**config.mk**
```make
export PLATFORM = sky130hd
export DESIGN_NAME = heap_priority_queue
export DESIGN_NICKNAME = d
export VERILOG_FILES = /design/src/rtl/heap_pq_pkg.sv /design/src/rtl/heap_pq_better_sel.sv /design/src/rtl/heap_priority_queue.sv
export SDC_FILE = /design/constraint.sdc
export NUM_CORES = 2
export LEC_CHECK = 0
export BUFFER_PORTS_ARGS = -buffer_cell sky130_fd_sc_hd__clkbuf_2
export CELL_PAD_IN_SITES_DETAIL_PLACEMENT = 0
export CELL_PAD_IN_SITES_GLOBAL_PLACEMENT = 1
export CORE_AREA = 10 10 302 304
export CTS_CLUSTER_DIAMETER = 50
export DETAILED_ROUTE_END_ITERATION = 12
export DIE_AREA = 0 0 312 314
export PLACE_DENSITY = 0.69
export SYNTH_ARGS = -nofsm -noshare
export SYNTH_HDL_FRONTEND = slang
export SYNTH_SLANG_ARGS = --single-unit
```
**constraint.sdc**
```tcl
create_clock -name system1000 -period 16.8 [get_ports system1000]
set_input_delay 0.84 -clock system1000 [delete_from_list [all_inputs] [get_ports system1000]]
set_output_delay 0.84 -clock system1000 [all_outputs]
set_load 0.005 [all_outputs]
```
**src/rtl/heap_pq_pkg.sv**
```systemverilog
// ============================================================================
// heap_pq_pkg
// Command encodings, FSM states and tree-index helpers for the heap queue.
// Revision: 1.0
// ============================================================================
`default_nettype none

package heap_pq_pkg;

  localparam logic [1:0] OP_PUSH    = 2'b00;
  localparam logic [1:0] OP_POP     = 2'b01;
  localparam logic [1:0] OP_NOP     = 2'b10;
  localparam logic [1:0] OP_REPLACE = 2'b11;

  typedef enum logic [1:0] {
    ST_IDLE      = 2'd0,
    ST_SIFT_UP   = 2'd1,
    ST_SIFT_DOWN = 2'd2
  } pq_state_t;

  function automatic logic [31:0] parent_idx(input logic [31:0] idx);
    return (idx - 32'd1) >> 1;
  endfunction

  function automatic logic [31:0] left_idx(input logic [31:0] idx);
    return (idx << 1) + 32'd1;
  endfunction

endpackage

`default_nettype wire

```
**src/rtl/heap_pq_better_sel.sv**
```systemverilog
// ============================================================================
// heap_pq_better_sel
// Picks the better of two children and flags whether it beats the parent.
// Revision: 1.0
// ============================================================================
`default_nettype none

module heap_pq_better_sel #(
  parameter int DATA_W   = 32,
  parameter int MIN_HEAP = 1
) (
  input  logic [DATA_W-1:0] parent_key_i,
  input  logic [DATA_W-1:0] left_key_i,
  input  logic [DATA_W-1:0] right_key_i,
  input  logic              left_vld_i,
  input  logic              right_vld_i,
  output logic              swap_o,
  output logic              sel_right_o
);

  logic [DATA_W-1:0] best_key;

  // Strict compare: equal keys never count as better, so ties never swap.
  function automatic logic better(input logic [DATA_W-1:0] a, input logic [DATA_W-1:0] b);
    return (MIN_HEAP != 0) ? (a < b) : (a > b);
  endfunction

  always_comb begin
    sel_right_o = right_vld_i && (!left_vld_i || better(right_key_i, left_key_i));
    best_key    = sel_right_o ? right_key_i : left_key_i;
    swap_o      = (left_vld_i || right_vld_i) && better(best_key, parent_key_i);
  end

endmodule

`default_nettype wire

```
**src/rtl/heap_priority_queue.sv**
```systemverilog
// ============================================================================
// heap_priority_queue
// Binary-heap priority queue, one tree level of reordering per clock.
// Optional HEAP_PQ_PEEK_EN adds peek_valid/peek_data root-inspection ports.
// Revision: 1.0
// ============================================================================
`default_nettype none

module heap_priority_queue
  import heap_pq_pkg::*;
#(
  parameter int DATA_W   = 32,
  parameter int DEPTH    = 7,
  parameter int MIN_HEAP = 1
) (
  input  logic                       system1000,
  input  logic                       system1000_rst,
  input  logic                       cmd_valid,
  output logic                       cmd_ready,
  input  logic [1:0]                 cmd_op,
  input  logic [DATA_W-1:0]          cmd_data,
  output logic                       resp_valid,
  output logic [DATA_W-1:0]          resp_data,
  output logic [$clog2(DEPTH+1)-1:0] count,
  output logic                       empty,
  output logic                       full,
`ifdef HEAP_PQ_PEEK_EN
  output logic                       err,
  output logic                       peek_valid,
  output logic [DATA_W-1:0]          peek_data
`else
  output logic                       err
`endif
);

  localparam int IW = $clog2(DEPTH);
  localparam int CW = $clog2(DEPTH+1);

  pq_state_t         state_q, state_d;
  logic [CW-1:0]     count_q, count_d;
  logic [IW-1:0]     idx_q, idx_d;
  logic [DATA_W-1:0] heap_q [DEPTH];
  logic [DATA_W-1:0] heap_d [DEPTH];
  logic              resp_valid_q, resp_valid_d;
  logic [DATA_W-1:0] resp_data_q, resp_data_d;
  logic              err_q, err_d;

  logic [31:0]       w_l, w_r, w_b;
  logic [IW-1:0]     w_p, w_b_idx, w_tail, w_last;
  logic              w_l_vld, w_r_vld, w_b_inner;
  logic [DATA_W-1:0] w_l_key, w_r_key;
  logic              w_dn_swap, w_dn_sel_r, w_up_swap, w_up_sel_r;

  assign w_l     = left_idx(32'(idx_q));
  assign w_r     = w_l + 32'd1;
  assign w_p     = IW'(parent_idx(32'(idx_q)));
  assign w_l_vld = w_l < 32'(count_q);
  assign w_r_vld = w_r < 32'(count_q);
  assign w_l_key = (w_l < 32'(DEPTH)) ? heap_q[w_l[IW-1:0]] : '0;
  assign w_r_key = (w_r < 32'(DEPTH)) ? heap_q[w_r[IW-1:0]] : '0;
  assign w_b     = w_dn_sel_r ? w_r : w_l;
  assign w_b_idx = w_b[IW-1:0];
  // Finishing as soon as the moved key lands on a leaf (or the root) keeps
  // the busy time at floor(log2(DEPTH)) cycles.
  assign w_b_inner = left_idx(w_b) < 32'(count_q);
  assign w_tail  = IW'(count_q);
  assign w_last  = IW'(count_q - CW'(1));

  heap_pq_better_sel #(
    .DATA_W   (DATA_W),
    .MIN_HEAP (MIN_HEAP)
  ) u_sel_down (
    .parent_key_i (heap_q[idx_q]),
    .left_key_i   (w_l_key),
    .right_key_i  (w_r_key),
    .left_vld_i   (w_l_vld),
    .right_vld_i  (w_r_vld),
    .swap_o       (w_dn_swap),
    .sel_right_o  (w_dn_sel_r)
  );

  heap_pq_better_sel #(
    .DATA_W   (DATA_W),
    .MIN_HEAP (MIN_HEAP)
  ) u_sel_up (
    .parent_key_i (heap_q[w_p]),
    .left_key_i   (heap_q[idx_q]),
    .right_key_i  ('0),
    .left_vld_i   (1'b1),
    .right_vld_i  (1'b0),
    .swap_o       (w_up_swap),
    .sel_right_o  (w_up_sel_r)
  );

  always_comb begin
    state_d      = state_q;
    count_d      = count_q;
    idx_d        = idx_q;
    heap_d       = heap_q;
    resp_valid_d = 1'b0;
    resp_data_d  = resp_data_q;
    err_d        = 1'b0;
    case (state_q)
      ST_IDLE: begin
        if (cmd_valid) begin
          case (cmd_op)
            OP_PUSH: begin
              if (full) begin
                err_d = 1'b1;
              end else begin
                heap_d[w_tail] = cmd_data;
                idx_d          = w_tail;
                count_d        = count_q + CW'(1);
                if (count_q != '0) state_d = ST_SIFT_UP;
              end
            end
            OP_POP: begin
              if (empty) begin
                err_d = 1'b1;
              end else begin
                resp_data_d  = heap_q[0];
                resp_valid_d = 1'b1;
                heap_d[0]    = heap_q[w_last];
                count_d      = count_q - CW'(1);
                idx_d        = '0;
                if (count_q > CW'(2)) state_d = ST_SIFT_DOWN;
              end
            end
            OP_REPLACE: begin
              if (empty) begin
                err_d = 1'b1;
              end else begin
                resp_data_d  = heap_q[0];
                resp_valid_d = 1'b1;
                heap_d[0]    = cmd_data;
                idx_d        = '0;
                if (count_q > CW'(1)) state_d = ST_SIFT_DOWN;
              end
            end
            default: ;
          endcase
        end
      end
      ST_SIFT_UP: begin
        if (idx_q == '0 || !w_up_swap) begin
          state_d = ST_IDLE;
        end else begin
          heap_d[idx_q] = heap_q[w_p];
          heap_d[w_p]   = heap_q[idx_q];
          idx_d         = w_p;
          if (w_p == '0) state_d = ST_IDLE;
        end
      end
      ST_SIFT_DOWN: begin
        if (!w_dn_swap) begin
          state_d = ST_IDLE;
        end else begin
          heap_d[idx_q]   = heap_q[w_b_idx];
          heap_d[w_b_idx] = heap_q[idx_q];
          idx_d           = w_b_idx;
          if (!w_b_inner) state_d = ST_IDLE;
        end
      end
      default: state_d = ST_IDLE;
    endcase
  end

  always_ff @(posedge system1000 or posedge system1000_rst) begin
    if (system1000_rst) begin
      state_q      <= ST_IDLE;
      count_q      <= '0;
      idx_q        <= '0;
      resp_valid_q <= 1'b0;
      resp_data_q  <= '0;
      err_q        <= 1'b0;
    end else begin
      state_q      <= state_d;
      count_q      <= count_d;
      idx_q        <= idx_d;
      resp_valid_q <= resp_valid_d;
      resp_data_q  <= resp_data_d;
      err_q        <= err_d;
    end
  end

  // Storage needs no reset: count alone decides which entries are live.
  always_ff @(posedge system1000) begin
    heap_q <= heap_d;
  end

  assign cmd_ready  = (state_q == ST_IDLE);
  assign resp_valid = resp_valid_q;
  assign resp_data  = resp_data_q;
  assign count      = count_q;
  assign empty      = (count_q == '0);
  assign full       = (count_q == CW'(DEPTH));
  assign err        = err_q;

`ifdef HEAP_PQ_PEEK_EN
  assign peek_valid = (state_q == ST_IDLE) && !empty;
  assign peek_data  = peek_valid ? heap_q[0] : '0;
`endif

endmodule

`default_nettype wire

```
==> metrics.txt <==
run status=finished with violations; violated checks=max-capacitance violations; All-Layer GR Usage=0.342; post-route cell area=33500 um2; CTS Hold Bufs=0; initial cell density of the core=0.357; Max Slew Vio Count=0; GPL Wtd Cong=1.04; Syn Inst Count=3824; clock tree buffer depth=3; Top FF cell, synth=edfxtp_1; DP Wirelength=115 mm; Net count, final=3810; # H-tree levels=2; commonest non-fill, non-tap cell in the layout=nand2_1; post_cts resized=0; Layout fillers=8749; worst min path class=in2async; Buffers on Ports=76; Routed WL=176 mm; worst-margin pin slew=1.48 ns; Worst slew margin=0.00953; Worst Path Class, Setup=reg2reg; Post-synth ARST share=0.158; die height=314 um; most frequent cells in the layout=465 x nand2_1, 340 x a21oi_1, 330 x o21ai_0; FF-to-FF path depth=25; crit path DAT=11.32 ns; min cycle time layout=11.08 ns; non-filler cells in the finished layout=4851; pre-CTS setup slack=6.04 ns; average routed wire per standard cell=36.3 um; Final period util=0.660; post-route ant nets=0; drt first pass iters=10; FMAX=90.2 MHz; clock latency on the worst-skew pair=0.62 ns; EDFF count, synth=224; CTS tree=done; CTS clock-pin slew for the worst setup and hold paths=0.06 ns; Placed Instance Area=31900 um2; Die ar.=98000 um2; clk_skew=0.0232 ns; vias=35359; Placed Instances=4756; via-per-instance ratio=7.29; share of cells above drive strength 1=0.146; unrepaired setup endpoints after global routing=false; Num Clock Sinks=266; FF+latch area=7790 um2; Avg Inst Size Synth=7.92 um2; Startpoint Class=register; root buf cell=clkbuf_16; area occupied by multi-input gates=21100 um2; mapped cell area=30300 um2; DRC viols=0; setup TNS=0 ns; Hold Violations, Final=0; Max Cap Viol=1; CTS Buf Count=49; post-synthesis sequential area ratio=0.257; row cnt=107; die span in x=312 um; I/O Pins=77; grt ovf=0; syn nets=3971; unique cell type count in the Yosys netlist=82; #FFs+latches synth=266; pin count of the biggest net entering global routing=77; final setup margin=5.72 ns; vias in the first global route=32157; critical path peak fanout=48; P&R area growth vs syn=10.6%; Core Region=84900 um2; worst endpoint required time=17.04 ns; Setup Buffers After CTS=0; initial antenna violation count=11; # setup viols final=0; first-pass GRT wire length=247 mm; Synth warnings=0; CP endpoint kind=register; initial drt markers=6021
## cells in the mapped netlist, drive strengths merged, types with 5 or more instances
cell	instances	area, um2
mux4	68	1530
a21oi	342	1720
edfxtp	224	6730
o311ai	8	70.1
ha	110	1380
o21ai	379	1900
nor3	47	240
mux2	94	1060
nand2	479	1810
o22a	10	87.6
nand2b	33	206
clkinv	8	30.0
o21bai	5	37.5
o22ai	134	838
a311oi	14	123
a221oi	20	181
nand4	19	119
a21o	28	210
buf	81	373
o311a	5	50.1
o211ai	221	1660
nand3	24	120
inv	64	240
a221o	54	541
clkbuf	326	1220
a31oi	65	422
o221ai	105	920
or3	18	113
or4	5	37.5
dfrtp	42	1050
a211oi	107	803
a22oi	13	97.6
nor3b	24	180
and3	10	62.6
a22o	9	78.8
nor2b	24	150
a32oi	5	43.8
a31o	7	61.3
mux2i	120	1310
nor2	309	1170
o21a	23	180
and2	44	275
a211o	43	377
## routing by layer
metal / GRT usage / wire (um) / vias up / share of wire
met5: 0 / 167 / - / 0.00095
met4: 0.214 / 13500 / 4 / 0.076
met3: 0.108 / 25600 / 762 / 0.15
met2: 0.486 / 70500 / 3147 / 0.40
met1: 0.444 / 66300 / 16921 / 0.38
li1: - / - / 14525 / -
## critical path: stages, from the launching register on
cell	delay, ns
dfrtp_4	0.88
inv_2	0.16
ha_4	0.75
buf_4	0.67
mux4_2	0.60
and2_1	0.25
ha_1	0.34
a211oi_1	0.30
o211ai_1	0.14
o221ai_1	0.27
o211ai_1	0.28
o21a_4	0.36
nor2_4	0.71
buf_4	0.58
a22o_1	0.24
ha_1	0.25
a211oi_1	0.23
o21ai_0	0.14
a221oi_1	0.37
o2111ai_1	0.25
or4_1	0.57
o311a_1	0.18
o21ai_1	0.23
nand3_1	0.51
nor2_4	0.73
buf_4	0.58
## per-stage QoR
step	hold WS, ns	util
floorplan	0.505	-
global placement	0.489	0.375
detailed placement	0.495	0.375
CTS	0.367	0.395
global route	0.411	0.395
finish	0.356	0.395
## cells by family (layout without fill, tap and decap cells)
family / Yosys count / after routing / synth area share
xor+xnor: 6 / 6 / 0.00174
simple gates: 1046 / 1046 / 0.150
fa+ha+maj: 110 / 110 / 0.0455
buf+inv: 479 / 358 / 0.0617
compound gates: 1635 / 1635 / 0.355
mux: 282 / 282 / 0.129
other cells: 0 / 4 / 0
flops: 266 / 266 / 0.257
## area by class of cell
| class | instances | area share |
|---|---|---|
| inverters | 72 | 0.00810 |
| clock buffers | 58 | 0.0388 |
| repair buffers | 195 | 0.0380 |
| multi-input cells | 3079 | 0.630 |
| clock inverters | 33 | 0.00986 |
| well taps | 1144 | 0.0427 |
| diodes | 4 | 0.000299 |
| flip-flops and latches | 266 | 0.233 |
## final timing paths
check	slack [ns]	to	startpoint
setup / recovery	5.72	register	idx_q[1]$_DFFE_PP0P_
max in group asynchronous	15.94	idx_q[0]$_DFFE_PP0P_	system1000_rst
hold / removal	0.36	resp_valid$_DFF_PP0_	system1000_rst
hold reg to reg	0.50	resp_data[15]$_DFFE_PP0P_	resp_data[15]$_DFFE_PP0P_
min in group system1000	0.50	resp_data[15]$_DFFE_PP0P_	resp_data[15]$_DFFE_PP0P_
setup reg to reg	5.72	register	idx_q[1]$_DFFE_PP0P_
Power is not shown: default switching activity piles up to over one toggle a cycle in this logic, so the estimate is an artifact.
